[src/rtl/axi_pkg.sv]
// Shared AXI read-arbiter constants, FSM state and requester-select types.
package axi_pkg;

    localparam logic [2:0] AXSIZE_1B = 3'b000;
    localparam logic [2:0] AXSIZE_2B = 3'b001;
    localparam logic [2:0] AXSIZE_4B = 3'b010;
    localparam logic [2:0] AXSIZE_8B = 3'b011;

    localparam logic [1:0] AXBURST_INCR = 2'b01;

    localparam logic [1:0] RESP_OKAY   = 2'b00;
    localparam logic [1:0] RESP_SLVERR = 2'b10;

    localparam logic [2:0] AXPROT_INSTR = 3'b100;
    localparam logic [2:0] AXPROT_DATA  = 3'b000;

    typedef enum logic [1:0] {
        S_IDLE,
        S_ADDR,
        S_DATA
    } arb_state_e;

    typedef enum logic {
        SEL_IFU,
        SEL_LSU
    } req_sel_e;

endpackage

[src/rtl/axi_rd_arbiter_if.sv]
// Requester and AXI read-channel bundle for the IFU/LSU read arbiter.
interface axi_rd_arbiter_if #(
    parameter int unsigned ADDR_W = 64,
    parameter int unsigned DATA_W = 64,
    parameter int unsigned ID_W   = 4
) ();

    logic              ifu_req_valid;
    logic              ifu_req_ready;
    logic [ADDR_W-1:0] ifu_req_addr;
    logic              ifu_resp_valid;
    logic [DATA_W-1:0] ifu_resp_data;
    logic              ifu_resp_err;

    logic              lsu_req_valid;
    logic              lsu_req_ready;
    logic [ADDR_W-1:0] lsu_req_addr;
    logic [2:0]        lsu_req_size;
    logic              lsu_resp_valid;
    logic [DATA_W-1:0] lsu_resp_data;
    logic              lsu_resp_err;

    logic [ID_W-1:0]   ARID;
    logic [ADDR_W-1:0] ARADDR;
    logic [7:0]        ARLEN;
    logic [2:0]        ARSIZE;
    logic [1:0]        ARBURST;
    logic [2:0]        ARPROT;
    logic              ARVALID;
    logic              ARREADY;

    logic [ID_W-1:0]   RID;
    logic [DATA_W-1:0] RDATA;
    logic [1:0]        RRESP;
    logic              RLAST;
    logic              RVALID;
    logic              RREADY;

    logic              rid_err;

    modport master (
        input  ifu_req_valid, ifu_req_addr,
        output ifu_req_ready,
        output ifu_resp_valid, ifu_resp_data, ifu_resp_err,
        input  lsu_req_valid, lsu_req_addr, lsu_req_size,
        output lsu_req_ready,
        output lsu_resp_valid, lsu_resp_data, lsu_resp_err,
        output ARID, ARADDR, ARLEN, ARSIZE,
        output ARBURST, ARPROT, ARVALID,
        input  ARREADY,
        input  RID, RDATA, RRESP, RLAST, RVALID,
        output RREADY,
        output rid_err
    );

    modport slave (
        output ifu_req_valid, ifu_req_addr,
        input  ifu_req_ready,
        input  ifu_resp_valid, ifu_resp_data, ifu_resp_err,
        output lsu_req_valid, lsu_req_addr, lsu_req_size,
        input  lsu_req_ready,
        input  lsu_resp_valid, lsu_resp_data, lsu_resp_err,
        input  ARID, ARADDR, ARLEN, ARSIZE,
        input  ARBURST, ARPROT, ARVALID,
        output ARREADY,
        output RID, RDATA, RRESP, RLAST, RVALID,
        input  RREADY,
        input  rid_err
    );

endinterface

[src/rtl/axi_arb_grant.sv]
// Requester grant policy: fixed LSU priority, or round-robin on ties
// when AXI_ARB_RR_EN is defined.
module axi_arb_grant
    import axi_pkg::*;
(
    input  logic     clk,
    input  logic     rst,
    input  logic     ifu_valid,
    input  logic     lsu_valid,
    input  logic     upd,
    output logic     gnt,
    output req_sel_e sel
);

    assign gnt = ifu_valid | lsu_valid;

`ifdef AXI_ARB_RR_EN
    req_sel_e last_grant;

    // Reset to IFU so the first tie goes to the LSU.
    always_ff @(posedge clk or posedge rst) begin
        if (rst) begin
            last_grant <= SEL_IFU;
        end else if (upd) begin
            last_grant <= sel;
        end
    end

    always_comb begin
        sel = SEL_IFU;
        if (ifu_valid && lsu_valid) begin
            sel = (last_grant == SEL_IFU) ? SEL_LSU : SEL_IFU;
        end else if (lsu_valid) begin
            sel = SEL_LSU;
        end
    end
`else
    logic unused;
    assign unused = clk ^ rst ^ upd;
    assign sel    = lsu_valid ? SEL_LSU : SEL_IFU;
`endif

endmodule

[src/rtl/axi_rd_arbiter.sv]
// Single-outstanding, single-beat AXI4 read port shared by IFU and LSU.
// Optional round-robin tie-break via AXI_ARB_RR_EN.
module axi_rd_arbiter
    import axi_pkg::*;
#(
    parameter int unsigned ADDR_W   = 64,
    parameter int unsigned DATA_W   = 64,
    parameter int unsigned ID_W     = 4,
    parameter int unsigned IFU_ID   = 0,
    parameter int unsigned LSU_ID   = 1,
    parameter logic [2:0]  IFU_SIZE = AXSIZE_4B
) (
    input logic              clk,
    input logic              rst,
    axi_rd_arbiter_if.master bus
);

    arb_state_e        state;
    req_sel_e          sel;
    req_sel_e          cur;
    logic              gnt;
    logic              take;

    logic [ID_W-1:0]   ar_id;
    logic [ADDR_W-1:0] ar_addr;
    logic [2:0]        ar_size;
    logic [2:0]        ar_prot;
    logic              ar_valid;
    logic              r_ready;
    logic              rid_err_q;

    logic              ifu_rv;
    logic              ifu_err;
    logic [DATA_W-1:0] ifu_data;
    logic              lsu_rv;
    logic              lsu_err;
    logic [DATA_W-1:0] lsu_data;

    logic              unused_rlast;
    assign unused_rlast = bus.RLAST;

    axi_arb_grant u_grant (
        .clk       (clk),
        .rst       (rst),
        .ifu_valid (bus.ifu_req_valid),
        .lsu_valid (bus.lsu_req_valid),
        .upd       (take),
        .gnt       (gnt),
        .sel       (sel)
    );

    assign take = !rst && (state == S_IDLE) && gnt;

    assign bus.ifu_req_ready = take && (sel == SEL_IFU);
    assign bus.lsu_req_ready = take && (sel == SEL_LSU);

    assign bus.ARID    = ar_id;
    assign bus.ARADDR  = ar_addr;
    assign bus.ARLEN   = 8'd0;
    assign bus.ARSIZE  = ar_size;
    assign bus.ARBURST = AXBURST_INCR;
    assign bus.ARPROT  = ar_prot;
    assign bus.ARVALID = ar_valid;
    assign bus.RREADY  = r_ready;
    assign bus.rid_err = rid_err_q;

    assign bus.ifu_resp_valid = ifu_rv;
    assign bus.ifu_resp_data  = ifu_data;
    assign bus.ifu_resp_err   = ifu_err;
    assign bus.lsu_resp_valid = lsu_rv;
    assign bus.lsu_resp_data  = lsu_data;
    assign bus.lsu_resp_err   = lsu_err;

    always_ff @(posedge clk or posedge rst) begin
        if (rst) begin
            state     <= S_IDLE;
            cur       <= SEL_IFU;
            ar_id     <= '0;
            ar_addr   <= '0;
            ar_size   <= '0;
            ar_prot   <= '0;
            ar_valid  <= 1'b0;
            r_ready   <= 1'b0;
            rid_err_q <= 1'b0;
            ifu_rv    <= 1'b0;
            ifu_err   <= 1'b0;
            ifu_data  <= '0;
            lsu_rv    <= 1'b0;
            lsu_err   <= 1'b0;
            lsu_data  <= '0;
        end else begin
            ifu_rv <= 1'b0;
            lsu_rv <= 1'b0;
            unique case (state)
                S_IDLE: begin
                    if (take) begin
                        state    <= S_ADDR;
                        ar_valid <= 1'b1;
                        cur      <= sel;
                        if (sel == SEL_LSU) begin
                            ar_id   <= ID_W'(LSU_ID);
                            ar_addr <= bus.lsu_req_addr;
                            ar_size <= bus.lsu_req_size;
                            ar_prot <= AXPROT_DATA;
                        end else begin
                            ar_id   <= ID_W'(IFU_ID);
                            ar_addr <= bus.ifu_req_addr;
                            ar_size <= IFU_SIZE;
                            ar_prot <= AXPROT_INSTR;
                        end
                    end
                end
                S_ADDR: begin
                    if (bus.ARREADY) begin
                        state    <= S_DATA;
                        ar_valid <= 1'b0;
                        r_ready  <= 1'b1;
                    end
                end
                S_DATA: begin
                    // Beats with a foreign ID are drained and flagged.
                    if (bus.RVALID) begin
                        if (bus.RID == ar_id) begin
                            state   <= S_IDLE;
                            r_ready <= 1'b0;
                            if (cur == SEL_LSU) begin
                                lsu_rv   <= 1'b1;
                                lsu_data <= bus.RDATA;
                                lsu_err  <= bus.RRESP != RESP_OKAY;
                            end else begin
                                ifu_rv   <= 1'b1;
                                ifu_data <= bus.RDATA;
                                ifu_err  <= bus.RRESP != RESP_OKAY;
                            end
                        end else begin
                            rid_err_q <= 1'b1;
                        end
                    end
                end
                default: begin
                    state <= S_IDLE;
                end
            endcase
        end
    end

endmodule

[src/flat_wrapper.sv]
// flat-port wrapper written by rule: the top's interface ports become plain ports
module axi_rd_arbiter_flat import axi_pkg::*;
#(
    parameter int unsigned ADDR_W   = 64,
    parameter int unsigned DATA_W   = 64,
    parameter int unsigned ID_W     = 4,
    parameter int unsigned IFU_ID   = 0,
    parameter int unsigned LSU_ID   = 1,
    parameter logic [2:0]  IFU_SIZE = AXSIZE_4B
)
  (clk, rst, bus_ifu_req_valid, bus_ifu_req_addr, bus_ifu_req_ready, bus_ifu_resp_valid, bus_ifu_resp_data, bus_ifu_resp_err, bus_lsu_req_valid, bus_lsu_req_addr, bus_lsu_req_size, bus_lsu_req_ready, bus_lsu_resp_valid, bus_lsu_resp_data, bus_lsu_resp_err, bus_ARID, bus_ARADDR, bus_ARLEN, bus_ARSIZE, bus_ARBURST, bus_ARPROT, bus_ARVALID, bus_ARREADY, bus_RID, bus_RDATA, bus_RRESP, bus_RLAST, bus_RVALID, bus_RREADY, bus_rid_err);
  axi_rd_arbiter_if #(.ADDR_W(ADDR_W), .DATA_W(DATA_W), .ID_W(ID_W)) bus_i ();
  input logic clk;
  input logic rst;
  input wire logic [$bits(bus_i.ifu_req_valid)-1:0] bus_ifu_req_valid;
  input wire logic [$bits(bus_i.ifu_req_addr)-1:0] bus_ifu_req_addr;
  output wire logic [$bits(bus_i.ifu_req_ready)-1:0] bus_ifu_req_ready;
  output wire logic [$bits(bus_i.ifu_resp_valid)-1:0] bus_ifu_resp_valid;
  output wire logic [$bits(bus_i.ifu_resp_data)-1:0] bus_ifu_resp_data;
  output wire logic [$bits(bus_i.ifu_resp_err)-1:0] bus_ifu_resp_err;
  input wire logic [$bits(bus_i.lsu_req_valid)-1:0] bus_lsu_req_valid;
  input wire logic [$bits(bus_i.lsu_req_addr)-1:0] bus_lsu_req_addr;
  input wire logic [$bits(bus_i.lsu_req_size)-1:0] bus_lsu_req_size;
  output wire logic [$bits(bus_i.lsu_req_ready)-1:0] bus_lsu_req_ready;
  output wire logic [$bits(bus_i.lsu_resp_valid)-1:0] bus_lsu_resp_valid;
  output wire logic [$bits(bus_i.lsu_resp_data)-1:0] bus_lsu_resp_data;
  output wire logic [$bits(bus_i.lsu_resp_err)-1:0] bus_lsu_resp_err;
  output wire logic [$bits(bus_i.ARID)-1:0] bus_ARID;
  output wire logic [$bits(bus_i.ARADDR)-1:0] bus_ARADDR;
  output wire logic [$bits(bus_i.ARLEN)-1:0] bus_ARLEN;
  output wire logic [$bits(bus_i.ARSIZE)-1:0] bus_ARSIZE;
  output wire logic [$bits(bus_i.ARBURST)-1:0] bus_ARBURST;
  output wire logic [$bits(bus_i.ARPROT)-1:0] bus_ARPROT;
  output wire logic [$bits(bus_i.ARVALID)-1:0] bus_ARVALID;
  input wire logic [$bits(bus_i.ARREADY)-1:0] bus_ARREADY;
  input wire logic [$bits(bus_i.RID)-1:0] bus_RID;
  input wire logic [$bits(bus_i.RDATA)-1:0] bus_RDATA;
  input wire logic [$bits(bus_i.RRESP)-1:0] bus_RRESP;
  input wire logic [$bits(bus_i.RLAST)-1:0] bus_RLAST;
  input wire logic [$bits(bus_i.RVALID)-1:0] bus_RVALID;
  output wire logic [$bits(bus_i.RREADY)-1:0] bus_RREADY;
  output wire logic [$bits(bus_i.rid_err)-1:0] bus_rid_err;
  assign bus_i.ifu_req_valid = bus_ifu_req_valid;
  assign bus_i.ifu_req_addr = bus_ifu_req_addr;
  assign bus_ifu_req_ready = bus_i.ifu_req_ready;
  assign bus_ifu_resp_valid = bus_i.ifu_resp_valid;
  assign bus_ifu_resp_data = bus_i.ifu_resp_data;
  assign bus_ifu_resp_err = bus_i.ifu_resp_err;
  assign bus_i.lsu_req_valid = bus_lsu_req_valid;
  assign bus_i.lsu_req_addr = bus_lsu_req_addr;
  assign bus_i.lsu_req_size = bus_lsu_req_size;
  assign bus_lsu_req_ready = bus_i.lsu_req_ready;
  assign bus_lsu_resp_valid = bus_i.lsu_resp_valid;
  assign bus_lsu_resp_data = bus_i.lsu_resp_data;
  assign bus_lsu_resp_err = bus_i.lsu_resp_err;
  assign bus_ARID = bus_i.ARID;
  assign bus_ARADDR = bus_i.ARADDR;
  assign bus_ARLEN = bus_i.ARLEN;
  assign bus_ARSIZE = bus_i.ARSIZE;
  assign bus_ARBURST = bus_i.ARBURST;
  assign bus_ARPROT = bus_i.ARPROT;
  assign bus_ARVALID = bus_i.ARVALID;
  assign bus_i.ARREADY = bus_ARREADY;
  assign bus_i.RID = bus_RID;
  assign bus_i.RDATA = bus_RDATA;
  assign bus_i.RRESP = bus_RRESP;
  assign bus_i.RLAST = bus_RLAST;
  assign bus_i.RVALID = bus_RVALID;
  assign bus_RREADY = bus_i.RREADY;
  assign bus_rid_err = bus_i.rid_err;
  axi_rd_arbiter #(.ADDR_W(ADDR_W), .DATA_W(DATA_W), .ID_W(ID_W), .IFU_ID(IFU_ID), .LSU_ID(LSU_ID), .IFU_SIZE(IFU_SIZE)) u_core (.clk(clk), .rst(rst), .bus(bus_i));
endmodule
[config.mk]
export PLATFORM = sky130hd
export DESIGN_NAME = axi_rd_arbiter_flat
export DESIGN_NICKNAME = d
export VERILOG_FILES = /design/src/rtl/axi_pkg.sv /design/src/rtl/axi_rd_arbiter_if.sv /design/src/rtl/axi_arb_grant.sv /design/src/rtl/axi_rd_arbiter.sv /design/src/flat_wrapper.sv
export SDC_FILE = /design/constraint.sdc
export NUM_CORES = 1
export LEC_CHECK = 0
export CAP_MARGIN = 5
export CORE_AREA = 3 3 167 169
export CTS_CLUSTER_SIZE = 40
export DETAILED_ROUTE_END_ITERATION = 6
export DIE_AREA = 0 0 170 172
export PLACE_DENSITY = 0.69
export SLEW_MARGIN = 25
export SYNTH_ARGS = -nofsm -noshare
export SYNTH_HDL_FRONTEND = slang
export SYNTH_SLANG_ARGS = --single-unit
[constraint.sdc]
create_clock -name clk -period 8.5 [get_ports clk]
set_input_delay 2.55 -clock clk [delete_from_list [all_inputs] [get_ports clk]]
set_output_delay 2.55 -clock clk [all_outputs]
set_load 0.01 [all_outputs]
[Yosys cells after proc, flatten, opt, wreduce, memory -nomap -nowiden]
Cells that the tools add are included.
W data, S select, Z words.
Cells by class
  equal/unequal tests: 7
  muxes and demuxes: 25
  bitwise gates (word level): 4
  reduce and logical (&&, ||, !) cells: 16
Operators with widths (number)
  $mux W64: 1
  $reduce_and A4 Y1: 4
  $mux W1: 15
  $mux W2: 4
  $mux W3: 2
  $pmux W2 S3: 1
  $reduce_and A3 Y1: 2
  $reduce_bool A2 Y1: 3
  $eq A4 B4 Y1: 1
  $logic_and A1 B1 Y1: 4
  $ne A2 B1 Y1 const B: 2
  $ne A2 B2 Y1 const B: 2
  $pmux W1 S2: 2
  $not A1 Y1: 3
  $eq A2 B1 Y1 const B: 1
  $eq A2 B2 Y1 const B: 1
  $logic_not A2 Y1: 1
  $reduce_and A2 Y1: 1
  $logic_not A1 Y1: 1
  $or A1 B1 Y1: 1
Storage, ports and cells
  flip-flop bits (word level): 212
  output and inout bits: 221
  word-level logic and storage cells: 67

[Depth between registers and ports, before layout]
  depth after elaboration: 5
  depth in mapped cells: 5

[Hierarchy]
Synthesis repeated with hierarchy kept, for this count alone.
Unflattened totals
  cell total of the unflattened synthesis: 627
  area, all modules: 8670.8 um^2
By module, submodules not included
  axi_rd_arbiter: instances 1, cells an instance 625, area an instance 8657.1 um^2, sequential area each 5154.9 um^2
  axi_arb_grant: instances 1, cells an instance 2, area an instance 13.8 um^2, sequential area each 0.0 um^2

[Least setup slack after synthesis]
OpenSTA, ideal clock, no wires.
  path type: input to output
  start point: input port bus_lsu_req_valid
  end point: output port bus_ifu_req_ready
  arrival: 3.705 ns
  required time: 5.950 ns
  slack: 2.245 ns
  stages on the path: 5
  path buffers: 2
  cells stage by stage: buf_2 nor2_1 nor4_4 buf_6 nor2b_1
On the way
  cells in the longest elaborated chain, start to end: 3
  elaborated cells between the ends (all ways): 5
  classes of those cells: 1 x mux; 2 x bitwise; 2 x reduce/logical
Ends and longest elaborated chain
  from (decl): RTL line flat_wrapper.sv:21  | input wire logic [$bits(bus_i.lsu_req_valid)-1:0] bus_lsu_req_valid;
  $or A1 B1 Y1 or $mux W1 (tied branches): RTL line axi_arb_grant.sv:15, axi_arb_grant.sv:40
  $logic_and A1 B1 Y1 or $not A1 Y1 (tied branches): RTL line axi_rd_arbiter.sv:52, axi_rd_arbiter.sv:54
  $logic_and A1 B1 Y1 (*): RTL line axi_rd_arbiter.sv:54  | assign bus.ifu_req_ready = take && (sel == SEL_IFU);
  to (decl): RTL line flat_wrapper.sv:17  | output wire logic [$bits(bus_i.ifu_req_ready)-1:0] bus_ifu_req_ready;
Every way passes the cells marked *; elsewhere a longest branch is shown, timed or not.

[Worst setup path after layout]
  start point: input port rst
  end point: output port bus_lsu_req_ready
On the way
  cells in the longest elaborated chain, start to end: 4
Ends and longest elaborated chain
  from (decl): RTL line flat_wrapper.sv:14  | input logic rst;
  $logic_not A1 Y1: RTL line axi_rd_arbiter.sv:52  | assign take = !rst && (state == S_IDLE) && gnt;
  $logic_and A1 B1 Y1 (2 in series): RTL line axi_rd_arbiter.sv:52
  $logic_and A1 B1 Y1: RTL line axi_rd_arbiter.sv:55  | assign bus.lsu_req_ready = take && (sel == SEL_LSU);
  to (decl): RTL line flat_wrapper.sv:24  | output wire logic [$bits(bus_i.lsu_req_ready)-1:0] bus_lsu_req_ready;
Every way passes these cells.

==> impl_metrics.py <==
metrics = {
    "outcome": {
        "status": "complete, no violations",
    },
    "layout": {
        "layout-drive-gt1-share": 0.316,
        "area_growth_syn_to_layout_pct": 58.9,
        "antenna_cells": 0,
        "postLayoutCoreUtil": 0.517,
        "fin_nets": 1172,
    },
    "clock_network": {
        "cts_tree": "built",
        "cts_root_buffer": "clkbuf_16",
        "clockBufferDepth": 3,
        "numCtsBuffers": 24,
        "cts_resized": 0,
        "cts.sinks": 206,
        "ctsHtreeMaxLevel": 1,
        "cts_hold_buf": 0,
        "cts_setup_buffers": 0,
        "clk_latency_ns": 0.51,
        "path_clk_slew_ns": 0.05,
    },
    "power_and_ir_drop": {
        "ir_drop_mv": 0.171,
        "clkPwrFrac": 0.259,
        "p_per_area_nw_per_um2": 285,
        "seq_power_share": 0.375,
        "p_sw_frac": 0.279,
        "pwr-share-comb": 0.366,
        "p_int_uw": 2840,
        "power.leakage_uw": 0.00603,
        "p_switching_uw": 1100,
    },
    "global_routing": {
        "track_usage": 0.160,
        "antenna_found_initial": 1,
        "grt_pass1_vias": 6422,
        "grt_pass1_wl_um": 36700,
        "grt_overflow": 0,
        "grt_max_degree": 81,
    },
    "worst_setup_path": {
        "critPathCaptureType": "output pin",
        "crit_required_ns": 5.95,
        "ff2ff_path_depth": 4,
        "r2r_slack_ns": 5.99,
        "critPathLaunchType": "primary input",
        "r2r-start": "u_core.state[0]",
        "reg2reg_to": "u_core.bus.lsu_resp_data[6]",
        "path_class": "primary input to output pin",
        "arrival_ns": 4.61,
        "worstPathMaxFanout": 30,
    },
    "synthesis": {
        "synth_area_um2": 8700,
        "synth_top_family_by_area": "multiplexers",
        "synth_fa_ha_area_frac": 0,
        "synth_cells": 551,
        "synth_area_leaders": "dfrtp_1 59%, mux2_2 33%, buf_6 2.3%, buf_4 1.4%, mux2_1 0.91%",
        "ys_seq_area_frac": 0.592,
        "synthXorXnorAreaFrac": 0.00101,
        "netlist.area_leader.share": 0.592,
        "synth_compound_area_frac": 0.00489,
        "ys_ff_latch": 206,
        "synth_simple_gate_area_frac": 0.0158,
        "yosysWarnings": 0,
        "synthMuxAreaShare": 0.340,
        "yosysTopAreaCell": "dfrtp_1",
        "syn_avg_cell_area_um2": 15.8,
        "synth.distinct_cells": 30,
    },
    "floorplanning": {
        "num_rows": 60,
        "pin_count": 429,
        "dieWidth_um": 170,
        "start_util": 0.326,
        "dieArea_um2": 29200,
        "core_um2": 26700,
        "die_h_um": 172,
    },
    "timing": {
        "setup_viol": 0,
        "fin_setup_tns_ns": 0,
        "maxSlewHeadroom": 0.391,
        "finalWorstSetupSlack_ns": 1.34,
        "min_period_ns": 7.16,
        "fin_crit_sh": 0.843,
        "rsz0062_at_grt": "no",
        "clock_skew_ns": 0.0100,
        "max_slew.worst_pin.slew_ns": 0.913,
        "max_freq_mhz": 140,
        "timing.final.hold_violations": 0,
        "drv_slew": 0,
    },
    "place": {
        "gp_congestion": 0.738,
        "place_worst_setup_slack_ns": 1.32,
        "hpwl_um": 18200,
        "numPortBuffers": 412,
    },
    "flow_run": {
        "maxCapViolCount": 0,
    },
    "route": {
        "drt-total-wl_um": 24800,
        "vias": 6009,
        "dr.pass1.iters": 4,
        "ant_nets": 0,
        "avgRoutedWirePerCell_um": 18.8,
        "viasPerCell": 4.54,
        "drc_errors": 0,
        "drt_iter0_drc": 190,
    },
    "min_path": {
        "hold_end": "u_core.bus.rid_err",
        "whs_path_depth": 1,
        "min-delay-start": "u_core.bus.rid_err",
        "min_path_type": "flip-flop to flip-flop",
    },
}
[stage by stage]
stage,total power [uW],cell area [um^2],hold slack [ns],instances
finish,3940,13800,0.453,1323
CTS,4000,13800,0.456,1322
global placement,2930,13000,0.441,1278
floorplan,2070,8750,0.493,564
detailed placement,2960,13000,0.443,1278
global route,4160,13800,0.488,1323
[Yosys cell counts, drive strengths merged]
master / count
a21o: 2
a21oi: 1
a31o: 1
a31oi: 1
and2: 1
and3: 1
and3b: 1
and4: 1
buf: 38
clkbuf: 7
conb: 2
dfrtp: 206
inv: 6
mux2: 260
mux2i: 3
nand2: 6
nand2b: 1
nand3: 1
nor2: 2
nor2b: 2
nor3: 2
nor4: 2
o31ai: 1
or2: 1
or4: 1
xnor2: 1
[cell families after synthesis]
logic type	after synthesis
XOR/XNOR	1
other	2
AO/OA/AOI/OAI	6
flip-flops	206
AND/OR/NAND/NOR	22
buffers and inverters	51
multiplexers	263
[how the worst max path moves through the flow]
| stage | from | to | slack (ns) | depth (start not counted) |
|---|---|---|---|---|
| finish | rst | bus_lsu_req_ready | 1.34 | 5 |
| global route | rst | bus_lsu_req_ready | 1.23 | 5 |
| CTS | rst | bus_lsu_req_ready | 1.32 | 5 |
| detailed placement | rst | bus_lsu_req_ready | 1.32 | 5 |
| global placement | rst | bus_lsu_req_ready | 1.35 | 5 |
| floorplan | rst | u_core.bus.ARADDR[0] | 0.33 | 1 |
[cell type report]
type,instances,area (um^2)
clock buffers,32,712
clock inverters,12,92.6
fillers,2348,12900
inverters,6,30.0
multi-input cells,307,3220
flip-flops and latches,206,5150
well taps,341,427
repair buffers,419,4190
[metal layers]
metal / part of all wire / vias up / GRT usage / wire, um
met3: 0.11 / 38 / 0.0674 / 2810
met5: 0 / - / 0 / 0
li1: - / 2766 / - / -
met2: 0.51 / 270 / 0.289 / 12600
met1: 0.36 / 2935 / 0.175 / 8950
met4: 0.019 / 0 / 0.0360 / 462
[registers in the layout, summed over array words and instances, names as in the netlist]
name                       flops
u_core.bus.rid_err             1
u_core.bus.ARSIZE              3
u_core.bus.ARVALID             1
u_core.bus.ifu_resp_err        1
u_core.bus.ARID                1
u_core.bus.RREADY              1
u_core.state                   2
u_core.bus.lsu_resp_data      64
u_core.bus.ifu_resp_valid      1
u_core.bus.lsu_resp_valid      1
u_core.bus.lsu_resp_err        1
u_core.bus.ifu_resp_data      64
u_core.bus.ARADDR             64
u_core.bus.ARPROT              1
[worst max-delay path, stage by stage]
cell             delay (ns)
clkdlybuf4s50_1        0.54
nor4_4                 0.32
buf_4                  0.42
and2_1                 0.20
clkdlybuf4s50_1        0.56
[placed cells by master, fill, tap and decap left out, drive strengths merged, types with 2 or more instances in the layout]
cell type,count
a21o,2
buf,8
clkbuf,32
clkdlybuf4s50,411
clkinv,8
clkinvlp,3
conb,15
dfrtp,206
inv,6
mux2,260
mux2i,3
nand2,6
nor2,2
nor2b,2
nor3,2
nor4,2
[power groups by stage]
stage                     registers, uW  clock network [uW]  logic, uW
after detailed placement           1500                   0       1460
after global placement             1480                   0       1450
final                              1480                1020       1440
after CTS                          1480                1050       1470
after global routing               1530                1100       1530
after floorplan                    1640                   0        433
(Power assumes the default switching activity.)
==> edit 1: new RTL, same settings <==
Re-encode `arb_state_e` (3 states) as one-hot, 3 bits wide.
--- a/src/rtl/axi_pkg.sv
+++ b/src/rtl/axi_pkg.sv
@@ -15,8 +15,8 @@
     localparam logic [2:0] AXPROT_DATA  = 3'b000;
 
-    typedef enum logic [1:0] {
-        S_IDLE,
-        S_ADDR,
-        S_DATA
+    typedef enum logic [2:0] {
+        S_IDLE = 3'b001,
+        S_ADDR = 3'b010,
+        S_DATA = 3'b100
     } arb_state_e;
 
Formal check against the unedited RTL: no difference found for any inputs over 4 cycles, from zero or initial values and one cycle with rst high; so few cycles prove little.
==> edit 1 against the unedited design <==
- maximum frequency is 2.0% higher
- power decreased by 20%
- setup slack gained 140 ps
- via count rose by 0.20%
- wire length barely moved
- area after synthesis about the same
- design area down 0.62%
- largest power group unchanged
- largest cell class unchanged
- die area stayed put
- sequential cell count up 1
==> edit 1: results (changes against the unedited design) <==
stage,metric,value,unit,change
cells_and_area,fillers,2329,,was 2348
place,place.gp.congestion,0.713,,was 0.738
logic_synthesis,synthTopCellsByCount,"dfrtp_1, mux2_2, mux2_1, buf_4, buf_2",,"was mux2_2, dfrtp_1, buf_6, buf_4"
setup_path,slowest_stage,or4_1,,was clkdlybuf4s50_1
place,dpl_cell_area,13000,um2,about the same
route,wl_met3,3080,um,was 2810 um
sta,worst_pin_slew,989,ps,was 913 ps
cells_and_area,buffer_area_share,30.5,%,was 30.3%
clock_network,cts_buffers,23,,was 24
place,dp.cells,1279,,was 1278
power_and_ir_drop,p_int,2.30,mW,was 2.84 mW
global_routing,grt_usage,15.9,%,was 16.0%
global_routing,grt_util_met1,17.3,%,was 17.5%
cells_and_area,seqCellArea,5180,um2,was 5150 um2
outcome,status,"complete, no violations",,unchanged
global_routing,met2_usage,28.2,%,was 28.9%
logic_synthesis,syn_inst,553,,was 551
logic_synthesis,synth-xor-area-share,0.201,%,was 0.101%
global_routing,use_met3,7.59,%,was 6.74%
route,routed_wl,24800,um,about the same
power_and_ir_drop,power.share.clock,29.2,%,was 25.9%
global_routing,grt_max_degree,76,,was 81
place,hpwl,18200,um,about the same
global_routing,grt_pass1_wl,36600,um,was 36700 um
power_and_ir_drop,pg_clk,0.916,mW,was 1.02 mW
power_and_ir_drop,max-vdd-ir-drop,0.153,mV,was 0.171 mV
logic_synthesis,synth_mux_area_share,34.0,%,about the same
logic_synthesis,synth-compound-area-share,0.403,%,was 0.489%
==> edit 1: cell types whose count changed in the layout (fill, tap and decap cells not counted), moves of 2 or more <==
cell / unedited run / this run
clkbuf_16: 25 / 23
mux2_2: 253 / 201
nand2b_1: 1 / 4
o21ai_0: 0 / 2
clkinvlp_4: 3 / 1
clkinv_2: 8 / 2
clkbuf_1: 1 / 10
nor2b_1: 2 / 0
mux2_1: 7 / 60
clkbuf_8: 6 / 3
nand2_1: 6 / 3
==> edit 1: path summary, 6_finish.rpt <==
kind | from | end | slack (ps) | depth (start not counted)
max in group asynchronous | rst | u_core.bus.ifu_resp_data[26] | 4610 | 3
hold reg to reg | u_core.bus.rid_err | u_core.bus.rid_err | 470 | 1
setup / recovery | rst | bus_ifu_req_ready | 1480 | 4
setup reg to reg | u_core.state[0] | u_core.bus.ARADDR[39] | 5990 | 4
min in group asynchronous | rst | u_core.bus.ARADDR[9] | 2580 | 2
hold / removal | u_core.bus.rid_err | u_core.bus.rid_err | 470 | 1
==> edit 2: new RTL, config.mk and constraints unchanged <==
Made on the original files. `ADDR_W` is set to 64 in 3 places; all go to 60.
--- a/src/rtl/axi_rd_arbiter_if.sv
+++ b/src/rtl/axi_rd_arbiter_if.sv
@@ -1,5 +1,5 @@
 // Requester and AXI read-channel bundle for the IFU/LSU read arbiter.
 interface axi_rd_arbiter_if #(
-    parameter int unsigned ADDR_W = 64,
+    parameter int unsigned ADDR_W = 60,
     parameter int unsigned DATA_W = 64,
     parameter int unsigned ID_W   = 4
--- a/src/rtl/axi_rd_arbiter.sv
+++ b/src/rtl/axi_rd_arbiter.sv
@@ -4,5 +4,5 @@
     import axi_pkg::*;
 #(
-    parameter int unsigned ADDR_W   = 64,
+    parameter int unsigned ADDR_W   = 60,
     parameter int unsigned DATA_W   = 64,
     parameter int unsigned ID_W     = 4,
--- a/src/flat_wrapper.sv
+++ b/src/flat_wrapper.sv
@@ -2,5 +2,5 @@
 module axi_rd_arbiter_flat import axi_pkg::*;
 #(
-    parameter int unsigned ADDR_W   = 64,
+    parameter int unsigned ADDR_W   = 60,
     parameter int unsigned DATA_W   = 64,
     parameter int unsigned ID_W     = 4,
Interface: changed (resized bus_ARADDR, bus_ifu_req_addr and bus_lsu_req_addr); port bits go from 429 to 417. No check against the original RTL was run, so the function may have changed too.
==> edit 2 against the unedited design <==
- sequential cell count fell by 4
- design area fell by 1.1%
- power fell by 1.1%
- maximum frequency rose by 6.8%
- worst hold slack improved by 7.6 ps
- area after synthesis rose by 0.22%
- global-route usage fell by 0.24 points
- wire length fell by 1.7%
- setup slack improved by 460 ps
- critical path type unchanged
==> edit 2: results (changes against the unedited design) <==
stage,metric,value,unit,change
place,hpwl,17700,um,was 18200 um
logic_synthesis,synth_seq_area_share,58.0,%,was 59.2%
global_routing,grt_usage,15.7,%,was 16.0%
route,routed_wl,24400,um,was 24800 um
logic_synthesis,yosysWarnings,0,,unchanged
sta,slew_headroom,36.3,%,was 39.1%
clock_network,cts-root-buf,clkbuf_16,,unchanged
logic_synthesis,synth_ff_type,dfrtp_1,,unchanged
setup_path,slowest_stage,clkdlybuf4s50_1,,unchanged
place,dp.cells,1254,,was 1278
global_routing,grt_pass1_vias,6178,,was 6422
logic_synthesis,avgSynthCellArea,16.2,um2,was 15.8 um2
setup_path,critPathArrivalTime,4150,ps,was 4610 ps
global_routing,grt_pass1_wl,36100,um,was 36700 um
outcome,status,"complete, no violations",,unchanged
cells_and_area,drive_above_1_share,31.9,%,was 31.6%
clock_network,postCtsSetupBuffers,0,,unchanged
route,wl_per_cell,18.8,um,about the same
place,dpl_cell_area,12900,um2,was 13000 um2
route,drtIter0Drc,182,,was 190
clock_network,clk_latency,500,ps,
route,via_per_inst,4.50,,was 4.54
route,drt-pass1-iter-count,4,,unchanged
power_and_ir_drop,p_leak,5.94,nW,was 6.03 nW
clock_network,cts_resized,0,,unchanged
sta,skew,10.1,ps,was 10.0 ps
place,place.gp.congestion,0.803,,was 0.738
worst_hold_path,hold_class,reg2reg,,unchanged
clock_network,htree_levels,1,,unchanged
setup_path,worst-path-max-fanout,3,,was 30
logic_synthesis,synthArstFlopShare,100,%,unchanged
global_routing,grt_max_degree,77,,was 81
logic_synthesis,synthTopCellsByCount,"dfrtp_1, mux2_2, mux2_4, buf_4, buf_2",,"was mux2_2, dfrtp_1, buf_6, buf_4"
place,place_ws,1800,ps,was 1320 ps
power_and_ir_drop,p_int,2.81,mW,was 2.84 mW
place,io_buffers,400,,was 412
logic_synthesis,synth_cell_types,32,,was 30
cells_and_area,fillers,2341,,was 2348
logic_synthesis,synth_area_leaders,"dfrtp_1, mux2_2, mux2_4",,"was dfrtp_1, mux2_2, buf_6"
setup_path,critPathMaxStageDelay,540,ps,was 560 ps
global_routing,antenna_found_initial,1,,unchanged
clock_network,cts.path.max_buffers,3,,unchanged
power_and_ir_drop,max-vdd-ir-drop,0.206,mV,was 0.171 mV
clock_network,cts_buffers,24,,unchanged
clock_network,cts.clk_slew.worst_paths,60,ps,
cells_and_area,nets,1139,,was 1172
edit 2: kinds of logic (layout without fill, tap and decap cells):
logic type,count (synthesis),after routing,synth area share [%]
AOI/OAI and AO/OA,6,6,0.488
muxes,255,255,35.0
xor gates and xnor gates,1,1,0.100
other,2,16,0.0861
DFF,202,202,58.0
buffers and inverters,51,455,4.68
and+or+nand+nor,22,22,1.64
edit 2: metrics by stage:
stage,util [%],hold slack [ps]
floorplan,-,493
global placement,48.2,445
detailed placement,48.2,455
CTS,51.1,472
global route,51.1,499
finish,51.1,461
edit 2: power groups by stage:
| stage | Combinational [mW] | Sequential (mW) | Clock, mW |
|---|---|---|---|
| finish | 1.43 | 1.46 | 1.01 |
| global route | 1.51 | 1.50 | 1.08 |
| CTS | 1.46 | 1.46 | 1.05 |
| detailed placement | 1.45 | 1.47 | 0 |
| global placement | 1.44 | 1.46 | 0 |
| floorplan | 0.441 | 1.61 | 0 |
edit 2: final cells by class:
cell class	instances	area, um2	area share, %
Antenna cell	1	2.50	0.0183
Timing Repair Buffer	406	4050	29.6
Clock inverter	9	77.6	0.568
Sequential cell	202	5050	37.0
Multi-Input combinational cell	299	3320	24.3
Clock buffer	34	709	5.19
Tap cell	341	427	3.12
Inverter	6	30.0	0.220
edit 2: layer usage:
metal | global-route usage, % | vias to the layer above | part of all wire (%)
li1 | - | 2685 | -
met1 | 19.3 | 2926 | 40
met2 | 27.7 | 196 | 51
met3 | 4.05 | 33 | 6.6
met4 | 4.44 | 0 | 2.6
met5 | 0 | - | 0
edit 2: critical path: cells and delay by family:
kind	cells	cell delay, ps
and+or+nand+nor	2	510
buffers and inverters	2	1080
edit 2: path summary, 6_finish.rpt:
kind	cells after the start	endpoint	slack, ps	startpoint
max in group asynchronous	3	u_core.bus.ARADDR[51]	4670	rst
min	1	u_core.bus.rid_err	460	u_core.bus.rid_err
max reg2reg	4	u_core.bus.lsu_resp_err	5770	u_core.state[0]
min reg2reg	1	u_core.bus.rid_err	460	u_core.bus.rid_err
min in group asynchronous	2	u_core.bus.ARADDR[39]	2560	rst
max	4	bus_ifu_req_ready	1800	rst
